**config.mk**
```make
export PLATFORM = sky130hd
export DESIGN_NAME = uart_cipo_rx
export DESIGN_NICKNAME = d
export VERILOG_FILES = /design/src/rtl/uart_cipo_rx.sv
export SDC_FILE = /design/constraint.sdc
export NUM_CORES = 1
export LEC_CHECK = 0
export CORE_MARGIN = 3
export CORE_UTILIZATION = 45
export DETAILED_ROUTE_END_ITERATION = 8
export GPL_TIMING_DRIVEN = 0
export PLACE_DENSITY = 0.75
export SLEW_MARGIN = 0
export SYNTH_ARGS = -nofsm -noshare
export SYNTH_HDL_FRONTEND = slang
export SYNTH_SLANG_ARGS = --single-unit
```
**constraint.sdc**
```tcl
create_clock -name CLK -period 1.96 [get_ports CLK]
set_input_delay 0.196 -clock CLK [delete_from_list [all_inputs] [get_ports CLK]]
set_output_delay 0.196 -clock CLK [all_outputs]
set_load 0.1 [all_outputs]
```
**src/rtl/uart_cipo_rx.sv**
```systemverilog
// uart_cipo_rx: UART receive deserializer for the uart_copi_if transmitter.
// Frame: start (L), 8 data bits LSB first, stop (H); the line idles high.
// The serial input is synchronized by two flops, the start bit is confirmed
// at its mid-point, and each following bit is sampled at its mid-point.
// Received bytes go into a one-entry valid/ready holding register.
// FRAME_ERR and OVERRUN are sticky flags, cleared by ERR_CLR. When a new
// error and ERR_CLR arrive in the same cycle, the new error wins.
// Optional build macro UART_RX_PARITY_EN adds a parity bit after the data
// bits. The check is even parity, or odd parity when PARITY_ODD=1. A
// mismatch sets the sticky PARITY_ERR flag. Without the macro PARITY_ERR is
// tied to 0.
module uart_cipo_rx #(
  parameter int CLKS_PER_BIT = 1
`ifdef UART_RX_PARITY_EN
  ,
  parameter bit PARITY_ODD = 1'b0
`endif
) (
  input  logic       CLK,
  input  logic       RESET,
  input  logic       SER_IN,
  output logic [7:0] RX_DATA,
  output logic       RX_VALID,
  input  logic       RX_READY,
  output logic       FRAME_ERR,
  output logic       OVERRUN,
  output logic       PARITY_ERR,
  input  logic       ERR_CLR,
  output logic       BUSY
);

  // Half a bit time positions the start-bit re-check at the bit centre.
  // Every later sample then lands one full bit time further on.
  localparam int HALF = CLKS_PER_BIT / 2;
  localparam int CW   = (CLKS_PER_BIT > 1) ? $clog2(CLKS_PER_BIT) : 1;
  localparam logic [CW-1:0] BIT_LOAD  = CW'(CLKS_PER_BIT - 1);
  localparam logic [CW-1:0] HALF_LOAD = CW'((HALF > 0) ? (HALF - 1) : 0);

  typedef enum logic [2:0] {
    ST_IDLE,
    ST_START,
    ST_DATA,
    ST_PARITY,
    ST_STOP,
    ST_BREAK
  } state_t;

  state_t          state_reg, state_next;
  logic [CW-1:0]   cnt_reg, cnt_next;
  logic [2:0]      bit_idx_reg, bit_idx_next;
  logic [7:0]      shreg_reg, shreg_next;
  logic            sync1_reg;
  logic            rx_s;
  logic [7:0]      rx_data_reg;
  logic            rx_valid_reg;
  logic            frame_err_reg;
  logic            overrun_reg;
  logic            tick;
  logic            deliver;
  logic            frame_bad;
  logic            overrun_set;
`ifdef UART_RX_PARITY_EN
  logic            parity_bad;
  logic            parity_err_reg;
`endif

  // Two-flop synchronizer on the asynchronous line; both flops idle high.
  always_ff @(posedge CLK) begin
    if (!RESET) begin
      sync1_reg <= 1'b1;
      rx_s      <= 1'b1;
    end else begin
      sync1_reg <= SER_IN;
      rx_s      <= sync1_reg;
    end
  end

  // Receiver state, bit-timing counter, bit index and shift register.
  always_ff @(posedge CLK) begin
    if (!RESET) begin
      state_reg   <= ST_IDLE;
      cnt_reg     <= '0;
      bit_idx_reg <= '0;
      shreg_reg   <= '0;
    end else begin
      state_reg   <= state_next;
      cnt_reg     <= cnt_next;
      bit_idx_reg <= bit_idx_next;
      shreg_reg   <= shreg_next;
    end
  end

  // Next-state logic. Every sample is taken on a tick, i.e. when the
  // down-counter reaches zero; the counter then reloads for the next bit.
  always_comb begin
    state_next   = state_reg;
    cnt_next     = cnt_reg;
    bit_idx_next = bit_idx_reg;
    shreg_next   = shreg_reg;
    deliver      = 1'b0;
    frame_bad    = 1'b0;
`ifdef UART_RX_PARITY_EN
    parity_bad   = 1'b0;
`endif
    tick         = (cnt_reg == '0);

    case (state_reg)
      ST_IDLE: begin
        if (!rx_s) begin
          if (HALF == 0) begin
            // At one clock per bit there is no centre to wait for, so
            // the next cycle already samples data bit 0.
            state_next   = ST_DATA;
            cnt_next     = BIT_LOAD;
            bit_idx_next = '0;
          end else begin
            state_next = ST_START;
            cnt_next   = HALF_LOAD;
          end
        end
      end

      ST_START: begin
        if (tick) begin
          if (!rx_s) begin
            state_next   = ST_DATA;
            cnt_next     = BIT_LOAD;
            bit_idx_next = '0;
          end else begin
            // A glitch shorter than half a bit is a false start.
            // Drop it silently and set no flags.
            state_next = ST_IDLE;
          end
        end else begin
          cnt_next = cnt_reg - CW'(1);
        end
      end

      ST_DATA: begin
        if (tick) begin
          shreg_next   = {rx_s, shreg_reg[7:1]};
          bit_idx_next = bit_idx_reg + 3'd1;
          cnt_next     = BIT_LOAD;
          if (bit_idx_reg == 3'd7) begin
`ifdef UART_RX_PARITY_EN
            state_next = ST_PARITY;
`else
            state_next = ST_STOP;
`endif
          end
        end else begin
          cnt_next = cnt_reg - CW'(1);
        end
      end

`ifdef UART_RX_PARITY_EN
      ST_PARITY: begin
        if (tick) begin
          // XOR over data plus parity bit: 0 for even parity, 1 for odd.
          parity_bad = ((^shreg_reg) ^ rx_s) != PARITY_ODD;
          cnt_next   = BIT_LOAD;
          state_next = ST_STOP;
        end else begin
          cnt_next = cnt_reg - CW'(1);
        end
      end
`endif

      ST_STOP: begin
        if (tick) begin
          // The byte is delivered even if the stop bit is bad.
          deliver = 1'b1;
          if (rx_s) begin
            state_next = ST_IDLE;
          end else begin
            frame_bad  = 1'b1;
            state_next = ST_BREAK;
          end
        end else begin
          cnt_next = cnt_reg - CW'(1);
        end
      end

      ST_BREAK: begin
        // A line held low after a framing error is one break condition,
        // not a run of new start bits.
        if (rx_s) begin
          state_next = ST_IDLE;
        end
      end

      default: begin
        state_next = ST_IDLE;
      end
    endcase
  end

  // A new byte is dropped only when the holding register stays full
  // through the delivery cycle.
  assign overrun_set = deliver && rx_valid_reg && !RX_READY;

  // One-entry holding register. Loading and draining can happen in the
  // same cycle, so back-to-back bytes lose no cycle.
  always_ff @(posedge CLK) begin
    if (!RESET) begin
      rx_data_reg  <= '0;
      rx_valid_reg <= 1'b0;
    end else if (deliver && (!rx_valid_reg || RX_READY)) begin
      rx_data_reg  <= shreg_reg;
      rx_valid_reg <= 1'b1;
    end else if (rx_valid_reg && RX_READY) begin
      rx_valid_reg <= 1'b0;
    end
  end

  // Sticky error flags. A new error wins over a clear in the same cycle.
  always_ff @(posedge CLK) begin
    if (!RESET) begin
      frame_err_reg <= 1'b0;
      overrun_reg   <= 1'b0;
    end else begin
      if (frame_bad) begin
        frame_err_reg <= 1'b1;
      end else if (ERR_CLR) begin
        frame_err_reg <= 1'b0;
      end
      if (overrun_set) begin
        overrun_reg <= 1'b1;
      end else if (ERR_CLR) begin
        overrun_reg <= 1'b0;
      end
    end
  end

`ifdef UART_RX_PARITY_EN
  // Sticky parity flag. A new error wins over a clear in the same cycle.
  always_ff @(posedge CLK) begin
    if (!RESET) begin
      parity_err_reg <= 1'b0;
    end else if (parity_bad) begin
      parity_err_reg <= 1'b1;
    end else if (ERR_CLR) begin
      parity_err_reg <= 1'b0;
    end
  end

  assign PARITY_ERR = parity_err_reg;
`else
  assign PARITY_ERR = 1'b0;
`endif

  assign RX_DATA   = rx_data_reg;
  assign RX_VALID  = rx_valid_reg;
  assign FRAME_ERR = frame_err_reg;
  assign OVERRUN   = overrun_reg;
  assign BUSY      = (state_reg != ST_IDLE);

endmodule
```
==> flow_summary.json <==
{
  "yosysSeqAreaShare_pct": 50.1,
  "cts_made_buffers": 3,
  "ioPinCount": 18,
  "clkTransAtPathRegs_ns": 0.14,
  "insertedDiodeCount": 0,
  "path_buf_inv": 1,
  "track_usage_pct": 13.6,
  "hold_viol": 0,
  "synth_top_area_cell": "dfxtp_1",
  "synthFlopType": "dfxtp_1",
  "arrival_ns": 1.53,
  "initial_utilization_pct": 47.9,
  "finalCritPeriodShare_pct": 88.3,
  "drv_cap": 0,
  "synth_compound_area_share_pct": 5.21,
  "muxShareOfSynthArea_pct": 14.8,
  "synth_enable_flop_cells": 0,
  "htreeDepth": 1,
  "core_area_um2": 2250,
  "setup_violations": 0,
  "final_layout_size_suffix_gt1_share_pct": 7.87,
  "post_cts_buffers": 0,
  "outcome": "completed",
  "synthArstFlopShare_pct": 0,
  "io_buffer_count": 15,
  "wirelength_um": 1750,
  "vdd.ir_drop.worst_uv": 391,
  "vias": 753,
  "syn_avg_cell_area_um2": 10.0,
  "clk_path_buf_depth": 2,
  "crit_type": "reg2out",
  "final_common_cell": "dfxtp_1",
  "routabilityCongestion": 0.718,
  "root_buffer": "clkbuf_4",
  "grt_start_max_net_pins": 15,
  "synth_top_family_by_area": "simple AND/OR/NAND/NOR gates",
  "rsz0062_at_grt": "false",
  "worstSkewPairLatency_ns": 0.31,
  "tritoncts": "yes",
  "synthAdderAreaFrac_pct": 2.32,
  "grt_overflow": 0,
  "slew_violations": 0,
  "ys_ff_latch": 27,
  "cp_slowest_stage_delay_ns": 0.86,
  "crit_chain": "dlygate4sd2_1",
  "clock_sinks": 27,
  "startpoint_type": "flip-flop",
  "layout.nets": 135,
  "dr.pass1.iters": 4,
  "grt_pass1_vias": 664,
  "power_density_nw_per_um2": 673,
  "hold_path_class": "in2reg",
  "crit_family": "buffers and inverters",
  "synthCells": 108,
  "stdcell_area_um2": 1270,
  "syn-num-nets": 115,
  "drt-vias-per-instance": 4.86,
  "yosys_warnings": 0,
  "yosys.area_share.simple_pct": 24.1,
  "slowest_stage": "dlygate4sd2_1",
  "power.leakage_nw": 0.500,
  "period_needed_ns": 1.73,
  "synth_xor_area_share_pct": 0,
  "die_w_um": 55.0,
  "grt_pass1_wl_um": 3030,
  "rows": 17,
  "dr.first_iter.drc_count": 3,
  "timing.fmax_ghz": 0.578,
  "synthTopCellsByArea": "dfxtp_1 50%, mux2i_1 15%, nor2b_1 7.0%",
  "antenna_left": 0,
  "final_cell_mix": "27 x dfxtp_1, 18 x nand2_1, 16 x mux2i_1",
  "end_kind": "output port",
  "die_h_um": 55.0,
  "drc": 0,
  "setup_tns_ns": 0,
  "fin_skew_ns": 0.00187,
  "place.detailed.hpwl_um": 1290,
  "netlist_area_um2": 1080,
  "synth_top_area_share_pct": 50.1,
  "synth_cell_types": 26,
  "maxSlewHeadroom_pct": 36.2,
  "dpl_cell_area_um2": 1260,
  "wl_per_cell_um": 11.3,
  "area_growth_syn_to_layout_pct": 17.8,
  "required_ns": 1.76,
  "antenna_found_initial": 0,
  "cp_max_fo": 2,
  "cts_hold_buf": 0,
  "worst_slew_pin_slew_ns": 0.961,
  "total_power_uw": 856,
  "postLayoutCoreUtil_pct": 56.4,
  "dieArea_um2": 3020
}
-- through the flow --
stage / setup slack, ns / hold WS, ns / cells
after global routing: 0.170 / 0.230 / 155
final: 0.230 / 0.208 / 155
after detailed placement: 0.0982 / 0.396 / 151
after floorplan: 0.228 / 0.297 / 108
after CTS: 0.0107 / 0.210 / 155
after global placement: 0.102 / 0.393 / 151
-- area by class of cell --
cell class,count,area [µm²]
buffer,6,30.0
clock buffer,4,26.3
fill,218,982
inverter,1,3.75
multi-input combinational,74,505
sequential,27,541
tap,28,35.0
timing repair buffer,15,131
-- cell families (layout without fill, tap and decap cells) --
logic type	Yosys count	in the layout
simple gates	45	45
flops	27	27
compound gates	10	10
buf+inv	7	26
fa+ha+maj	2	2
other cells	1	1
mux	16	16
-- path summary, 6_finish.rpt --
path / start / endpoint / slack [ns] / cells after the start
max: RX_DATA[0] / RX_DATA[0] / 0.23 / 1
min: RESET / sync1_reg / 0.21 / 2
min reg2reg: sync1_reg / rx_s / 0.43 / 1
max reg2reg: state_reg[2] / RX_DATA[7] / 0.56 / 3
-- metal layers --
layer	vias to the layer above	global-route usage [%]	wire, µm	part of all wire (%)
met3	2	2.68	72	4.1
met5	-	0	0	0
met2	15	20.7	769	44
met1	344	19.6	884	51
met4	0	3.64	19	1.1
li1	392	-	-	-
-- power breakdown --
part / internal (mW) / switching (mW) / total (mW)
logic: 0.0230 / 0.0391 / 0.0621
clock network: 0.0795 / 0.155 / 0.234
registers: 0.555 / 0.00514 / 0.560
total: 0.657 / 0.199 / 0.856
-- synth_stat cells (2+ instances only) --
cell type,n
o21ai_0,4
nand2_1,18
mux2i_1,16
buf_4,2
dfxtp_1,27
clkbuf_1,4
nand2b_1,3
a21oi_1,3
nand3_1,2
ha_1,2
nor2b_1,12
-- worst register-to-register path, delay by kind of cell (launching register included) --
kind          cells  cell delay [ns]
mux               1             0.21
flops             1             0.46
simple gates      2             0.67
-- repair_timing --
item                                    4_1_cts  5_1_grt
gates resized for setup                      12        2
endpoints found under the setup margin       12        1
cloned                                        0        0
Note: power is estimated with default switching activity, not from simulation.
